File: src/rtl/count_monitor_pkg.sv
// Shared types for count_monitor: event kinds, monitor FSM states and the queued event record.
package count_monitor_pkg;

    localparam int EVT_COUNT_W = 5;
    localparam int EVT_TS_W    = 8;

    typedef enum logic [1:0] {
        EVT_MATCH = 2'd0,
        EVT_WRAP  = 2'd1,
        EVT_SKIP  = 2'd2,
        EVT_STALL = 2'd3
    } evt_kind_e;

    typedef enum logic [1:0] {
        IDLE  = 2'd0,
        ARMED = 2'd1,
        HIT   = 2'd2
    } mon_state_e;

    typedef struct packed {
        evt_kind_e              kind;
        logic [EVT_TS_W-1:0]    ts;
        logic [EVT_COUNT_W-1:0] count;
    } evt_t;

endpackage

File: src/rtl/count_monitor_fifo.sv
// First-word-fall-through event FIFO; head is visible whenever empty is low.
module count_monitor_fifo
    import count_monitor_pkg::*;
#(
    parameter int DEPTH = 4
) (
    input  logic clock,
    input  logic reset,
    input  logic push,
    input  evt_t din,
    input  logic pop,
    output evt_t dout,
    output logic full,
    output logic empty
);

    localparam int AW = $clog2(DEPTH);

    evt_t           mem [DEPTH];
    logic [AW:0]    wr_ptr;
    logic [AW:0]    rd_ptr;
    logic           do_push;
    logic           do_pop;

    // Extra pointer MSB distinguishes full from empty when the indices match.
    assign empty   = (wr_ptr == rd_ptr);
    assign full    = (wr_ptr[AW] != rd_ptr[AW]) && (wr_ptr[AW-1:0] == rd_ptr[AW-1:0]);
    assign do_pop  = pop && !empty;
    assign do_push = push && (!full || do_pop);
    assign dout    = mem[rd_ptr[AW-1:0]];

    always_ff @(posedge clock or negedge reset) begin
        if (!reset) begin
            wr_ptr <= '0;
            rd_ptr <= '0;
        end else begin
            if (do_push) wr_ptr <= wr_ptr + 1'b1;
            if (do_pop)  rd_ptr <= rd_ptr + 1'b1;
        end
    end

    always_ff @(posedge clock) begin
        if (do_push) mem[wr_ptr[AW-1:0]] <= din;
    end

endmodule

File: src/rtl/count_monitor.sv
// Watches a free-running count bus for wrap, threshold match and skips, queueing timestamped events.
// Optional stall detection is enabled by defining COUNT_MONITOR_STALL_DETECT_EN.
module count_monitor
    import count_monitor_pkg::*;
#(
    parameter int COUNT_W = EVT_COUNT_W,
    parameter int DEPTH   = 4,
    parameter int TS_W    = EVT_TS_W,
    parameter int WRAP_W  = 8
`ifdef COUNT_MONITOR_STALL_DETECT_EN
   ,parameter int STALL_CYCLES = 16
`endif
) (
    input  logic               clock,
    input  logic               reset,
    input  logic [COUNT_W-1:0] count,
    input  logic               arm,
    input  logic [COUNT_W-1:0] threshold,
    output logic               evt_valid,
    input  logic               evt_ready,
    output logic [1:0]         evt_kind,
    output logic [TS_W-1:0]    evt_ts,
    output logic [COUNT_W-1:0] evt_count,
    output logic [WRAP_W-1:0]  wrap_cnt,
    output logic               hit,
    output logic               overflow
);

    mon_state_e         state;
    mon_state_e         state_next;
    logic [TS_W-1:0]    ts;
    logic [COUNT_W-1:0] prev;
    logic [COUNT_W-1:0] prev_inc;
    logic               primed;

    logic               match_det;
    logic               wrap_det;
    logic               skip_det;
    logic               stall_det;
    logic [3:0]         det;
    logic               multi;

    evt_t               new_evt;
    evt_t               head;
    logic               push;
    logic               pop;
    logic               full;
    logic               empty;

    assign prev_inc  = prev + 1'b1;
    assign wrap_det  = primed && (prev == '1) && (count == '0);
    assign skip_det  = primed && (count != prev) && (count != prev_inc);
    // Edge-qualified: a count parked on threshold does not re-fire.
    assign match_det = (state == ARMED) && primed && (count == threshold) && (prev != threshold);

`ifdef COUNT_MONITOR_STALL_DETECT_EN
    localparam int SW = $clog2(STALL_CYCLES + 1);
    logic [SW-1:0] stall_cnt;
    logic          same;

    assign same      = primed && (count == prev);
    assign stall_det = same && (stall_cnt == SW'(STALL_CYCLES - 1));

    always_ff @(posedge clock or negedge reset) begin
        if (!reset)                                  stall_cnt <= '0;
        else if (!same)                              stall_cnt <= '0;
        else if (stall_cnt != SW'(STALL_CYCLES))     stall_cnt <= stall_cnt + 1'b1;
    end
`else
    assign stall_det = 1'b0;
`endif

    // Any second detector firing in the same cycle loses its slot.
    assign det   = {stall_det, skip_det, wrap_det, match_det};
    assign multi = |(det & (det - 4'd1));
    assign push  = |det;
    assign pop   = !empty && evt_ready;

    always_comb begin
        new_evt.ts    = ts;
        new_evt.count = count;
        if (match_det)     new_evt.kind = EVT_MATCH;
        else if (wrap_det) new_evt.kind = EVT_WRAP;
        else if (skip_det) new_evt.kind = EVT_SKIP;
        else               new_evt.kind = EVT_STALL;
    end

    always_ff @(posedge clock or negedge reset) begin
        if (!reset) begin
            ts       <= '0;
            prev     <= '0;
            primed   <= 1'b0;
            wrap_cnt <= '0;
            overflow <= 1'b0;
        end else begin
            ts     <= ts + 1'b1;
            prev   <= count;
            primed <= 1'b1;
            if (wrap_det && (wrap_cnt != '1)) wrap_cnt <= wrap_cnt + 1'b1;
            if (multi || (push && full && !pop)) overflow <= 1'b1;
        end
    end

    always_ff @(posedge clock or negedge reset) begin
        if (!reset) state <= IDLE;
        else        state <= state_next;
    end

    // A match takes priority over arm dropping in the same cycle.
    always_comb begin
        state_next = state;
        case (state)
            IDLE:    if (arm) state_next = ARMED;
            ARMED:   if (match_det) state_next = HIT;
                     else if (!arm) state_next = IDLE;
            HIT:     if (!arm) state_next = IDLE;
            default: state_next = IDLE;
        endcase
    end

    always_comb begin
        hit = (state == HIT);
    end

    count_monitor_fifo #(.DEPTH(DEPTH)) u_fifo (
        .clock (clock),
        .reset (reset),
        .push  (push),
        .din   (new_evt),
        .pop   (pop),
        .dout  (head),
        .full  (full),
        .empty (empty)
    );

    assign evt_valid = !empty;
    assign evt_kind  = empty ? 2'b00 : head.kind;
    assign evt_ts    = empty ? '0 : head.ts;
    assign evt_count = empty ? '0 : head.count;

endmodule

File: config.mk
export PLATFORM = sky130hd
export DESIGN_NAME = count_monitor
export DESIGN_NICKNAME = d
export VERILOG_FILES = /design/src/rtl/count_monitor_pkg.sv /design/src/rtl/count_monitor_fifo.sv /design/src/rtl/count_monitor.sv
export SDC_FILE = /design/constraint.sdc
export NUM_CORES = 1
export LEC_CHECK = 0
export ABC_CLOCK_PERIOD_IN_PS = 4400
export CAP_MARGIN = 20
export CORE_UTILIZATION = 50
export DETAILED_ROUTE_END_ITERATION = 7
export PLACE_DENSITY = 0.71
export RECOVER_POWER = 25
export SYNTH_ARGS = -nofsm -noshare
export SYNTH_HDL_FRONTEND = slang
export SYNTH_SLANG_ARGS = --single-unit
File: constraint.sdc
create_clock -name clock -period 4.4 [get_ports clock]
set_input_delay 0.88 -clock clock [delete_from_list [all_inputs] [get_ports clock]]
set_output_delay 0.88 -clock clock [all_outputs]
set_load 0.05 [all_outputs]
==> results.tsv, run 1 <==
stage	metric	value	unit
clock_tree	clockRootBuffer	clkbuf_8	
grt	grt_pass1_wl	11.6	mm
synth	syn_avg_cell_area	15.7	um2
layout	final_area	4780	um2
grt	grt_start_max_net_pins	32	
detailed_routing	ant_nets	0	
clock_tree	clk_latency	0.35	ns
layout	final_cell_mix	edfxtp_1, clkdlybuf4s50_1, dfrtp_1, xnor2_1, xor2_1	
detailed_routing	drt_wl_total	7.08	mm
setup_path	critPathCapture	evt_count[3]	
synth	mappedNetlistArea	4040	um2
setup_path	startpoint	u_fifo.wr_ptr[0]$_DFFE_PN0P_	
synth	synth_edf_count	60	
timing	slew_viol_final	32	
layout	seq_area	2580	um2
grt	antenna_found_initial	0	
clock_tree	h-tree-depth	3	
clock_tree	ctsResizeCount	0	
grt	grt_use_total	18.2	%
status	violations	max-capacitance violations, max-slew violations	
power_and_ir_drop	peakVddDrop	0.000389	V
detailed_routing	drt_first_pass_iters	4	
setup_path	cp-end-kind	output pin	
placed_design	place_area	4590	um2
placed_design	gp_congestion	0.713	
timing	relSlewSlack	-19.6	%
layout	nets	331	
synth	synth.net_count	280	
setup_path	critPathLaunchType	flop	
setup_path	cp.arrival	2.50	ns
timing	max_freq	0.296	GHz
timing	fin_crit	3.38	ns
clock_tree	hold_buffers	0	
setup_path	crit_type	reg2out	
timing	setup_tns	0	ns
detailed_routing	wl_per_cell	17.1	um
clock_tree	cts_tree	yes	
timing	fin_worst_skew	0.0122	ns
layout	drive_gt1_share	16.9	%
job	maxCapViolations	1	
die	io-pin-count	40	
synth	synth_top_area_share	44.6	%
die	fp.dieArea	8450	um2
clock_tree	cts_buffers	9	
timing	finalCritPeriodShare	76.9	%
grt	grt_pass1_vias	2271	
clock_tree	cts.sink_count	91	
die	dieHeight	91.9	um
layout	multi_input_area	1420	um2
setup_path	required	3.52	ns
grt	grt_overflow_total	0	
placed_design	dp_cells	398	
synth	synth.distinct_cells	44	
timing	finalHoldViolCount	0	
synth	synthArstFlopShare	34.1	%
die	initial_utilization	52.1	%
layout	postLayoutCoreUtil	61.6	%
synth	ys_ff_latch	91	
power_and_ir_drop	power.total	3.15	mW
detailed_routing	via_per_inst	5.46	
status	outcome	finished with violations	
placed_design	port_buffers	39	
die	dieWidth	91.9	um
clock_tree	cts_setup_buffers	0	
timing	rsz0062_at_grt	no	
synth	synth_top_area_cell	edfxtp_1	
setup_path	worstReg2RegStart	prev[0]$_DFF_PN0_	
setup_path	rrSetupSlack	1.59	ns
timing	worstMarginPinSlew	1.79	ns
die	core_region_area	7770	um2
detailed_routing	route.detailed.drc	0	
clock_tree	cts.clk_slew.worst_paths	0.09	ns
layout	final_cells	415	
synth	ys_warn_count	0	
placed_design	dp_hpwl	4.71	mm
power_and_ir_drop	power_density	659	nW/um2
layout	final_common_cell	edfxtp_1	
detailed_routing	vias	2266	
power_and_ir_drop	p_leak	1.76	nW
synth	synthCells	257	
detailed_routing	drtIter0Drc	84	
timing	setup_viol	0	
layout	nFillCells	613	
clock_tree	cts_buffer_depth	2	
layout	area_growth	18.3	%
setup_path	crit_path_max_fanout	14	
setup_path	worstRegToRegCells	9	
synth	synthTopCellsByArea	edfxtp_1, dfrtp_1, mux4_2	
synth	ys_seq_area_share	63.7	%
worst_hold_path	hold_path_class	reg2reg	
synth	ys.flop_type	edfxtp_1	
setup_path	r2r-end	u_fifo.mem[2][2]$_DFFE_PP_	
layout	num_antenna_cells	0	
die	rows	32	
[power by group]
part / leakage, nW / internal (mW) / switching (mW)
Clock: 0.0890 / 0.214 / 0.300
Combinational: 0.728 / 0.580 / 0.932
Sequential: 0.940 / 1.06 / 0.0604
Total: 1.76 / 1.86 / 1.29
[how the worst min path moves through the flow]
stage / endpoint / startpoint / cells after the start / slack (ns)
final: overflow$_DFFE_PN0P_ / overflow$_DFFE_PN0P_ / 1 / 0.49
after global routing: state[0]$_DFFE_PN0P_ / state[1]$_DFFE_PN0P_ / 1 / 0.50
after CTS: state[0]$_DFFE_PN0P_ / state[1]$_DFFE_PN0P_ / 1 / 0.48
after detailed placement: state[0]$_DFFE_PN0P_ / state[1]$_DFFE_PN0P_ / 1 / 0.46
after global placement: state[0]$_DFFE_PN0P_ / state[1]$_DFFE_PN0P_ / 1 / 0.45
after floorplan: state[0]$_DFFE_PN0P_ / state[1]$_DFFE_PN0P_ / 1 / 0.43
[per-stage QoR]
stage / hold WS, ns / setup slack, ns
finish: 0.488 / 1.02
floorplan: 0.425 / 1.11
detailed placement: 0.457 / 0.875
CTS: 0.478 / 0.479
global route: 0.499 / 0.894
global placement: 0.449 / 0.962
[worst max-delay path: stages, from the launching register on]
cell and delay (ns):
dfrtp_1 0.52, xor2_1 0.34, nor3b_2 0.12, buf_6 0.17
and2b_1 0.20, clkdlybuf4s50_1 0.79
[routing by layer]
| layer | up-vias | GRT usage (%) | part of all wire (%) |
|---|---|---|---|
| met5 | - | 0 | 0 |
| met1 | 1134 | 25.8 | 48 |
| met2 | 54 | 29.0 | 47 |
| li1 | 1069 | - | - |
| met3 | 9 | 3.65 | 3.5 |
| met4 | 0 | 5.21 | 1.4 |
[kinds of logic (layout without fill, tap and decap cells)]
family                     count (synthesis)  after routing  share of synthesized area, %
other                                      1              1                        0.0927
AOI/OAI and AO/OA                         17             17                          4.05
muxes                                     16             16                          8.63
xor gates and xnor gates                  37             37                          8.01
buffers and inverters                     13             69                          1.67
adders and majority gates                  9              9                          2.78
DFF                                       91             91                          63.7
and+or+nand+nor                           73             73                          11.0
[synth_stat cells, drive strengths merged, types with 2 or more instances]
| cell | count |
|---|---|
| xnor2 | 19 |
| nor3b | 5 |
| o21ai | 2 |
| nand3 | 9 |
| ha | 9 |
| nand2 | 15 |
| and2b | 2 |
| xor2 | 18 |
| o311ai | 2 |
| edfxtp | 60 |
| clkbuf | 2 |
| nand4 | 3 |
| nor2b | 14 |
| nor3 | 7 |
| nor2 | 5 |
| nor4 | 3 |
| buf | 5 |
| and3 | 5 |
| o2111ai | 3 |
| mux4 | 15 |
| dfrtp | 31 |
| inv | 6 |
[final cells by class]
| class | instances | share of cell area (%) |
|---|---|---|
| repair buffers | 47 | 9.42 |
| flip-flops and latches | 91 | 53.9 |
| multi-input cells | 153 | 29.7 |
| inverters | 6 | 0.471 |
| clock buffers | 9 | 2.59 |
| clock inverters | 7 | 1.31 |
| well taps | 102 | 2.67 |
[registers in the layout (all words and copies together) (netlist names)]
signal         flops
u_fifo.wr_ptr      3
primed             1
u_fifo.rd_ptr      3
overflow           1
ts                 8
state              2
wrap_cnt           8
u_fifo.mem        60
prev               5
No activity file was read; power rests on OpenSTA's default activity.
==> run 2, diff against run 1 <==
ABC_CLOCK_PERIOD_IN_PS = 3500   (was 4400)
clock period = 3.5 ns   (was 4.4 ns; I/O delays follow)
==> run 2 against run 1 <==
Highest routed layer unchanged. Power increased by 29%. Worst hold slack got worse by 0.015 ns. Combinational power increased by 23%. Count of clock-buffer cells in the layout unchanged. Core utilization increased by 0.081 points. Via count increased by 0.57%. Non-clock buffer count increased by 1. Flip-flop and latch count unchanged. Critical endpoint is now u_fifo.mem[0][0]$_DFFE_PP_. The run still ends with max-capacitance violations, max-slew violations left.
==> results.tsv, run 2 (synthesized netlist as in run 1, its figures left out) <==
stage	metric	value	unit
status	outcome	finished with violations	
status	violations	max-capacitance violations, max-slew violations	
clock_tree	cts_buffer_depth	2	
power_and_ir_drop	p_sw	1.65	mW
detailed_routing	wl_per_cell	17.8	um
setup_path	worstReg2RegStart	prev[0]$_DFF_PN0_	
setup_path	r2r-end	u_fifo.mem[0][0]$_DFFE_PP_	
die	initial_utilization	52.1	%
clock_tree	cts.clk_slew.worst_paths	0.09	ns
grt	grt_use_total	19.4	%
timing	rsz0062_at_grt	no	
timing	fin_crit	2.84	ns
grt	grt_pass1_wl	12.2	mm
timing	fin_worst_skew	0.0111	ns
clock_tree	clk_latency	0.36	ns
layout	nets	332	
setup_path	crit_type	reg2reg	
die	dieHeight	91.9	um
worst_hold_path	min_path_cells	1	
grt	grt_start_max_net_pins	32	
power_and_ir_drop	p_leak	1.80	nW
grt	grt_overflow_total	0	
layout	final_cells	416	
setup_path	cp-end-kind	flop	
detailed_routing	drt_wl_total	7.40	mm
setup_path	worst-path-buf-inv	1	
layout	final_cell_mix	edfxtp_1, dfrtp_1, buf_4, clkdlybuf4s50_1, xnor2_1	
detailed_routing	via_per_inst	5.48	
grt	grt_pass1_vias	2305	
detailed_routing	vias	2279	
timing	setup_tns	0	ns
detailed_routing	drtIter0Drc	138	
timing	max_freq	0.352	GHz
layout	drive_gt1_share	22.3	%
setup_path	cp.arrival	2.95	ns
detailed_routing	ant_nets	0	
power_and_ir_drop	clkPwrFrac	19.8	%
power_and_ir_drop	peakVddDrop	0.000456	V
timing	worstMarginPinSlew	1.79	ns
grt	antenna_found_initial	0	
clock_tree	h-tree-depth	3	
clock_tree	cts.sink_count	91	
layout	largest_reg_flops	60	
setup_path	crit_path_max_fanout	15	
clock_tree	cts_buffers	9	
setup_path	required	3.61	ns
timing	worst_slack	0.655	ns
worst_hold_path	whs_endpoint	state[0]$_DFFE_PN0P_	
detailed_routing	route.detailed.drc	0	
setup_path	critPathLaunchType	flop	
power_and_ir_drop	power_density	851	nW/um2
setup_path	worstRegToRegCells	9	
timing	timing.hold.ws	0.473	ns
setup_path	max_stage_delay	0.52	ns
die	io-pin-count	40	
placed_design	gp_congestion	0.778	
timing	setup_viol	0	
setup_path	cp_slowest_cell	a211oi_4	
placed_design	port_buffers	39	
die	dieWidth	91.9	um
timing	slew_viol_final	32	
worst_hold_path	hold_path_class	reg2reg	
die	rows	32	
clock_tree	hold_buffers	0	
clock_tree	cts_setup_buffers	0	
layout	area_growth	18.4	%
setup_path	path_cells	ha_1 > and3_1 > ha_1 > xor2_1 > nor3_1 > nand3_1 > a211oi_4 > nor3b_2 > buf_4	
timing	relSlewSlack	-19.7	%
placed_design	post-place-ws	0.352	ns
clock_tree	ctsResizeCount	0	
worst_hold_path	worstHoldStart	state[1]$_DFFE_PN0P_	
setup_path	rrSetupSlack	0.66	ns
die	fp.dieArea	8450	um2
clock_tree	cts_tree	yes	
setup_path	cpMostUsedCell	ha_1	
timing	finalCritPeriodShare	81.3	%
detailed_routing	drt_first_pass_iters	4	
layout	num_antenna_cells	0	
power_and_ir_drop	switching_share	40.5	%
timing	finalHoldViolCount	0	
power_and_ir_drop	power_frac_comb	45.5	%
power_and_ir_drop	seq_power_share	34.8	%
setup_path	crit_family	simple AND/OR/NAND/NOR gates	
placed_design	dp_hpwl	4.91	mm
clock_tree	clockRootBuffer	clkbuf_8	
placed_design	dp_cells	400	
layout	final_common_cell	edfxtp_1	
die	core_region_area	7770	um2
job	maxCapViolations	1	
power_and_ir_drop	p_int	2.42	mW
-- run 2: cell types whose count changed in the layout (fill, tap and decap cells not counted) --
cell and delta:
buf_4 +18, clkdlybuf4s50_1 -15, bufinv_16 +2, buf_6 -1, clkinv_2 -1, clkinv_4 -1
clkinv_8 -1, clkinvlp_4 -1, dlygate4sd3_1 -1, inv_6 +1, inv_8 +1
-- run 2: worst max path at each step --
stage / startpoint / end / cells after the start
final: prev[0]$_DFF_PN0_ / u_fifo.mem[0][0]$_DFFE_PP_ / 9
after global routing: prev[0]$_DFF_PN0_ / u_fifo.mem[0][8]$_DFFE_PP_ / 9
after detailed placement: count[1] / u_fifo.mem[0][9]$_DFFE_PP_ / 7
after floorplan: prev[0]$_DFF_PN0_ / u_fifo.mem[2][0]$_DFFE_PP_ / 8
after CTS: prev[0]$_DFF_PN0_ / u_fifo.mem[0][2]$_DFFE_PP_ / 9
after global placement: count[2] / u_fifo.mem[2][7]$_DFFE_PP_ / 7
-- run 2: metal layers --
| layer | GRT usage (%) | vias up | wire, um |
|---|---|---|---|
| met5 | 0 | - | 0 |
| met4 | 5.86 | 0 | 80 |
| met3 | 4.23 | 10 | 355 |
| met2 | 30.0 | 67 | 3570 |
| met1 | 27.9 | 1141 | 3390 |
| li1 | - | 1061 | - |
-- run 2: power by group through the flow --
stage          clock network [mW]  logic, mW  registers, mW
4_1_cts                     0.820       1.88           1.42
3_5_place_dp                    0       1.87           1.44
6_report                    0.807       1.85           1.42
3_3_place_gp                    0       1.85           1.43
5_1_grt                     0.872       1.96           1.44
2_1_floorplan                   0       1.36           1.43
-- run 2: cell type report --
cell class | count | area (um2)
fillers | 629 | 2980
flip-flops and latches | 91 | 2580
multi-input cells | 153 | 1420
repair buffers | 48 | 414
well taps | 102 | 128
clock buffers | 9 | 124
clock inverters | 7 | 105
inverters | 6 | 22.5
-- run 2: metrics by stage --
stage	power [mW]	cell area [um2]	utilization [%]
floorplan	2.79	4040	-
global placement	3.28	4560	58.8
detailed placement	3.31	4560	58.8
CTS	4.12	4790	61.7
global route	4.27	4790	61.7
finish	4.08	4790	61.7
